--- config.mk ---
export PLATFORM = sky130hd
export DESIGN_NAME = adc_multi_channel_sampler
export DESIGN_NICKNAME = d
export VERILOG_FILES = /design/src/rtl/adc_multi_channel_sampler.sv
export SDC_FILE = /design/constraint.sdc
export NUM_CORES = 1
export LEC_CHECK = 0
export CAP_MARGIN = 20
export CORE_MARGIN = 10
export CORE_UTILIZATION = 33
export CTS_CLUSTER_DIAMETER = 200
export DETAILED_ROUTE_END_ITERATION = 7
export PLACE_DENSITY = 0.6
export REMOVE_ABC_BUFFERS = 1
export SLEW_MARGIN = 20
export SYNTH_ARGS = -nofsm -noshare
export SYNTH_HDL_FRONTEND = slang
export SYNTH_SLANG_ARGS = --single-unit
--- constraint.sdc ---
create_clock -name clk -period 4.3 [get_ports clk]
set_clock_uncertainty 0.15 [all_clocks]
set_input_delay 0.645 -clock clk [delete_from_list [all_inputs] [get_ports clk]]
set_output_delay 0.645 -clock clk [all_outputs]
set_load 0.02 [all_outputs]
--- src/rtl/adc_multi_channel_sampler.sv ---
// Round-robin XADC DRP read sequencer that averages 2^AVG_LOG2 reads per aux channel.
// Define ADC_DEADZONE_EN to snap averaged values near mid-scale to exactly mid-scale.
module adc_multi_channel_sampler #(
  parameter int         NUM_CH         = 2,
  parameter logic [6:0] BASE_ADDR      = 7'h16,
  parameter int         ADC_BITS       = 12,
  parameter int         AVG_LOG2       = 2,
  parameter int         TIMEOUT_CYCLES = 255,
  parameter int         DEADZONE       = 64
) (
  input  logic                       clk,
  input  logic                       reset,
  input  logic                       en,
  output logic [6:0]                 daddr_out,
  output logic                       den_out,
  input  logic [15:0]                do_in,
  input  logic                       drdy_in,
  output logic [NUM_CH*ADC_BITS-1:0] adc_out,
  output logic [NUM_CH-1:0]          sample_valid,
  output logic                       round_done,
  output logic                       timeout_err
);

  localparam int CH_W  = (NUM_CH > 1) ? $clog2(NUM_CH) : 1;
  localparam int CNT_W = AVG_LOG2 + 1;
  localparam int ACC_W = ADC_BITS + AVG_LOG2;
  localparam int TMR_W = $clog2(TIMEOUT_CYCLES + 1);
  localparam int MID   = 2 ** (ADC_BITS - 1);

  localparam logic [CH_W-1:0]  LAST_CH   = CH_W'(NUM_CH - 1);
  localparam logic [CNT_W-1:0] LAST_READ = CNT_W'((2 ** AVG_LOG2) - 1);
  localparam logic [TMR_W-1:0] TMR_LIMIT = TMR_W'(TIMEOUT_CYCLES);

  typedef enum logic [1:0] {IDLE, ISSUE, WAIT, PUBLISH} state_t;

  state_t             state, state_next;
  logic [CH_W-1:0]    ch, ch_wrap;
  logic [CNT_W-1:0]   cnt;
  logic [ACC_W-1:0]   acc;
  logic [TMR_W-1:0]   tmr;
  logic [ADC_BITS-1:0] sample, avg, pub_val;
  logic               read_done, timed_out;

  assign sample  = do_in[15 -: ADC_BITS];
  assign ch_wrap = (ch == LAST_CH) ? '0 : ch + CH_W'(1);
  assign avg     = ADC_BITS'(acc >> AVG_LOG2);

  always_comb begin
    pub_val = avg;
`ifdef ADC_DEADZONE_EN
    if ((int'(avg) >= MID - DEADZONE) && (int'(avg) <= MID + DEADZONE))
      pub_val = ADC_BITS'(MID);
`endif
  end

  // drdy is only honoured in WAIT; an expired timer abandons the channel's whole average
  always_comb begin
    state_next = state;
    read_done  = 1'b0;
    timed_out  = 1'b0;
    case (state)
      IDLE:    if (en) state_next = ISSUE;
      ISSUE:   state_next = WAIT;
      WAIT: begin
        if (drdy_in) begin
          read_done  = 1'b1;
          state_next = (cnt == LAST_READ) ? PUBLISH : ISSUE;
        end else if (tmr == TMR_LIMIT) begin
          timed_out  = 1'b1;
          state_next = en ? ISSUE : IDLE;
        end
      end
      PUBLISH: state_next = en ? ISSUE : IDLE;
      default: state_next = IDLE;
    endcase
  end

  always_ff @(posedge clk) begin
    if (reset) begin
      state        <= IDLE;
      ch           <= '0;
      cnt          <= '0;
      acc          <= '0;
      tmr          <= '0;
      adc_out      <= '0;
      sample_valid <= '0;
      round_done   <= 1'b0;
      timeout_err  <= 1'b0;
      daddr_out    <= BASE_ADDR;
      den_out      <= 1'b0;
    end else begin
      state        <= state_next;
      den_out      <= (state == ISSUE);
      sample_valid <= '0;
      round_done   <= 1'b0;

      if (state == ISSUE)
        daddr_out <= BASE_ADDR + 7'(ch);

      if ((state == WAIT) && !read_done && !timed_out)
        tmr <= tmr + TMR_W'(1);
      else
        tmr <= '0;

      if (read_done) begin
        acc <= acc + ACC_W'(sample);
        cnt <= cnt + CNT_W'(1);
      end

      if (timed_out) begin
        timeout_err <= 1'b1;
        acc         <= '0;
        cnt         <= '0;
        ch          <= ch_wrap;
      end

      if (state == PUBLISH) begin
        adc_out[ch*ADC_BITS +: ADC_BITS] <= pub_val;
        sample_valid[ch]                 <= 1'b1;
        round_done                       <= (ch == LAST_CH);
        acc                              <= '0;
        cnt                              <= '0;
        ch                               <= ch_wrap;
      end
    end
  end

endmodule
### After elaboration in Yosys (flattened, before gate mapping)

Cells that the tools add are included.

* bits in registers: 64
* output and inout bits: 36

* reductions and logical operators: 11
* add/sub/neg operators: 6
* order comparisons: 2
* multipliers: 1
* bitwise gates (word level): 2
* equal/unequal tests: 7
* muxes and demuxes: 17
* shift-type cells: 2

Operator list (count)
* negator 5 -> 34 bit: 1
* variable shift 12 x 34 -> 24 bit, first input constant: 1
* variable part select 12 x 34 -> 24 bit: 1
* bitwise mux 24 bit: 1
* adder 14 x 12 -> 14 bit: 1
* two-way mux 1 bit: 10
* adder 8 x 1 -> 8 bit, second input constant: 1
* == test 8 bit, second input constant: 1
* two-way mux 2 bit: 4
* one-hot mux 2 bit (4 select lines): 1
* adder 5 x 1 -> 6 bit, first input constant: 1
* == test 2 bit, second input constant: 2
* OR reduction 2 bit: 2
* adder 3 x 1 -> 3 bit, second input constant: 1
* == test 3 x 2 -> 1 bit, second input constant: 1
* logical AND 1 bit: 3
* multiplier 1 x 2 -> 3 bit, second input constant: 1
* != test 3 bit, second input constant: 1
* OR reduction 3 bit: 1
* == test 2 x 1 -> 1 bit, second input constant: 1
* zero test 1 bit: 2
* zero test 2 bit: 1
* less-than comparator 1 x 2 -> 1 bit, second input constant: 1
* != test 2 bit, second input constant: 1
* other kinds (6): 7

### Logic depth before layout (Yosys ltp)

* depth after elaboration: 8
* mapped depth: 9
* mapped depth without buffers: 9

### Worst setup path before layout

OpenSTA, ideal clock, no wires.

* path kind: input port to flip-flop
* from: input port do_in[4]
* to: register acc[8]
* buffers on the path: 0
* arrival time: 2.206 ns
* slack: 1.870 ns
* stages on the path: 9
* path through: ha_1 inv_1 fa_1 nand2b_1 a21oi_1 o21ai_0 and2_1 or3_1 a31oi_1

* cells in the longest elaborated chain, start to end: 1

Ends and longest elaborated chain
* start, declared: line 16 `input logic [15:0] do_in,`
* adder 14 x 12 -> 14 bit: line 106 `acc <= acc + ACC_W'(sample);`
* end signal, assigned: line 106
* end, declared: line 39 `logic [ACC_W-1:0] acc;`

No other way between the ends.
A chain may end at the register's enable or synchronous reset.

### Worst setup path in the final report

Ends and elaborated chain as after synthesis.

==> summary.txt <==
Global route
  – First-pass GRT wire length: around 10000 µm
  – Vias in the first global route: 2188
  – GRT overflow: 0
  – Tot GR Track Use: between 10% and 20%
  – Initial antenna violation count: 0
  – Largest net degree at the start of global routing: 27

Clock tree
  – Total CTS buffers: 9
  – TritonCTS clock tree: built
  – Post-CTS Setup Bufs: 0
  – H-tree levels: 3
  – Root Buffer: clkbuf_8
  – Sink Count: 57
  – Hold_buf cts: 0
  – Worst-Skew Late Latency: 330 ps
  – Clk buf depth: 2
  – Clock-pin slew on the worst setup and hold paths: ~60 ps
  – Post-cts sizing count: 0

Routing
  – TritonRoute pass-1 iters: 4
  – Metal2 WL: around 2800 µm
  – Total routed wirelength: a little over 6000 µm
  – Wire length per cell: 12.53 µm
  – DRT iter0 DRCs: 94
  – DR vias/cell: about 4.6
  – Top Metal Used: met4
  – Met3 WL: 321 µm
  – Met1 WL: roughly 2900 µm
  – DR DRC count: 0
  – DR vias: 2234
  – Post-route ant nets: 0

Setup path
  – Crit path launch type: input pin
  – Worst path top cell family by delay: simple AND/OR/NAND/NOR gates
  – Worst Path Buf+Inv: 2
  – CP max FO: 2
  – CP cell instances: clkdlybuf4s50_1 -> ha_1 -> inv_1 -> fa_1 -> nand2b_1 -> a21oi_1 -> o21ai_0 -> and2_1 -> or3_1 -> a31oi_1
  – Worst reg-to-reg setup slack: roughly 2000 ps
  – Worst path slowest cell: clkdlybuf4s50_1
  – Crit path required time: between 4000 and 5000 ps
  – Crit-path max cell delay: 460 ps
  – Critical Path End Type: register
  – CP Data Arrival Time: about 2900 ps
  – Critical path type: input pin to register

Power
  – Maximum VDD drop: approximately 170 µV
  – P_leak: about 0.0013 µW
  – Total power per unit cell area: 337.5 nW/µm²
  – Internal Pwr Total: approximately 900 µW
  – Combinational share of power: under 10%
  – Clk pwr share: ~46%
  – Pwr Total: 1149 µW
  – Switching Fraction: between 20% and 30%
  – Flop pwr share: roughly 47%
  – Sw power: 253.3 µW

Floorplan
  – I/O pins: 56
  – Vert. Die Dim: between 100 and 150 µm
  – Starting Density: approximately a third
  – Full die area: about 12000 µm²
  – Rows: 33
  – Die Width: about 110 µm
  – Core Region: 8134 µm²

Final layout
  – Growth of design area from synthesis to finish: 25.10%
  – Most frequent cells in the layout: 74 x nand2_1, 57 x dfxtp_1, 45 x clkdlybuf4s50_1
  – Non-Filler Cell Area, Final: approximately 3400 µm²
  – Fillers: just over 800
  – Fin cells: ~480
  – Most common cell after layout, fill and taps aside: nand2_1
  – ANT cells: 0
  – Fraction of layout cells with a size suffix above 1: 6.349%
  – Final nets: roughly 400

Synth
  – Post-synth top area share: between 40% and 50%
  – Register area share after synthesis: 41.93%
  – Cells after Synth: between 300 and 400
  – Count of cell types in the netlist: 44
  – Top cell type by total area after synthesis: dfxtp_1
  – Yosys reg bits: between 50 and 60
  – Avg Inst Size Synth: between 8 and 9 µm²
  – Share of synthesized registers carrying an async set or reset: 0%
  – Post-synth EDFFs: 0
  – Top FF cell, synth: dfxtp_1
  – Mapped Area: around 2700 µm²
  – Top cells by area, synth: dfxtp_1 42%, nand2_1 10%, a21oi_1 8.1%, ha_1 6.9%, nor2_1 4.1%
  – YS warnings: 0

Placement
  – DPL Wire Length: about 4600 µm
  – DP Area: 3201 µm²
  – Buffers on Ports: 45
  – Final GP Congestion: 0.8288
  – Dpl cells: around 470

STA
  – Final Setup Violations: 0
  – Pins Over Slew Limit: 0
  – Min cycle time layout: between 2000 and 3000 ps
  – Tcrit/Tclk final: a little under two thirds
  – Setup TNS: 0 ps
  – Hold Violations, Final: 0
  – Max-slew headroom: 37.44%
  – RSZ-0062 raised after global routing: no
  – Fmax: around 370 MHz
  – Slew @ Worst Pin: 935.0 ps

Hold path
  – Hold Crit Class: register to register

Outcome
  – Outcome: finished clean

Run
  – Max_cap viols: 0
[power groups by stage]
stage                     Combinational [µW]  Sequential (µW)  Clock [µW]
after floorplan                         47.4              551           0
after global placement                  79.2              551           0
after detailed placement                80.4              551           0
after CTS                               80.6              540         543
after global routing                    90.3              540         570
final                                   80.2              540         529
[tightest hold or removal path, stage by stage (launching register included)]
cell     delay [ps]
dfxtp_1         310
nand2_1          50
a21oi_1          50
[path summary, 6_finish.rpt]
kind,end,cells past startpoint,from
setup / recovery,acc[8],10,do_in[4]
hold / removal,adc_out[17],2,adc_out[17]
setup reg to reg,acc[8],9,acc[0]
hold reg to reg,adc_out[17],2,adc_out[17]
[cells in the mapped netlist (2+ instances only)]
master and number:
a21boi_0 2, o21a_1 2, nand2_1 74, mux2i_1 2, xor2_1 10, and2_1 3, nand2b_1 3, nor2_1 30
xnor2_1 7, nor3_1 3, inv_1 6, buf_4 8, or3_1 2, nand3_1 11, or3_2 2, clkbuf_1 12
a21o_1 4, or2_2 2, dfxtp_1 57, o21ai_0 9, a21oi_1 44, nor2b_1 2, buf_6 2, ha_1 15
a211oi_1 2, conb_1 2
[metal layers]
metal | up-vias | track usage (%)
li1 | 1176 | -
met1 | 1009 | 11.54
met2 | 42 | 15.96
met4 | 0 | 3.906
met5 | - | 0
met3 | 7 | 4.275
[kinds of logic (layout without fill, tap and decap cells)]
logic type | Yosys count | count (layout) | synth area share [%]
xor+xnor | 17 | 17 | 5.471
fa+ha+maj | 16 | 16 | 7.632
mux | 2 | 2 | 0.7357
other cells | 2 | 6 | 0.2760
simple gates | 140 | 140 | 22.76
buf+inv | 29 | 69 | 5.701
compound gates | 71 | 71 | 15.49
flops | 57 | 57 | 41.93
[flip-flops by register name (all words and copies together) (netlist names)]
signal	count
cnt	3
acc	14
ch	1
adc_out	24
daddr_out	1
tmr	8
timeout_err	1
sample_valid	2
den_out	1
state	2
[final cells by class]
cell class | instances | area (µm²) | area share (%)
inverters | 6 | 22.52 | 0.6615
multi-input cells | 252 | 1440 | 42.30
clock buffers | 13 | 138.9 | 4.079
repair buffers | 47 | 465.4 | 13.67
well taps | 105 | 131.4 | 3.859
clock inverters | 3 | 65.06 | 1.911
flip-flops and latches | 57 | 1141 | 33.52
[stage by stage]
step	setup slack, ps	hold WS, ps	utilization, %
2_1_floorplan	1869	279.7	-
3_3_place_gp	1249	294.4	39.35
3_5_place_dp	1230	297.1	39.35
4_1_cts	1562	305.7	41.86
5_1_grt	1468	317.3	41.86
6_report	1563	303.3	41.86
Power figures use the tool's default switching activity.
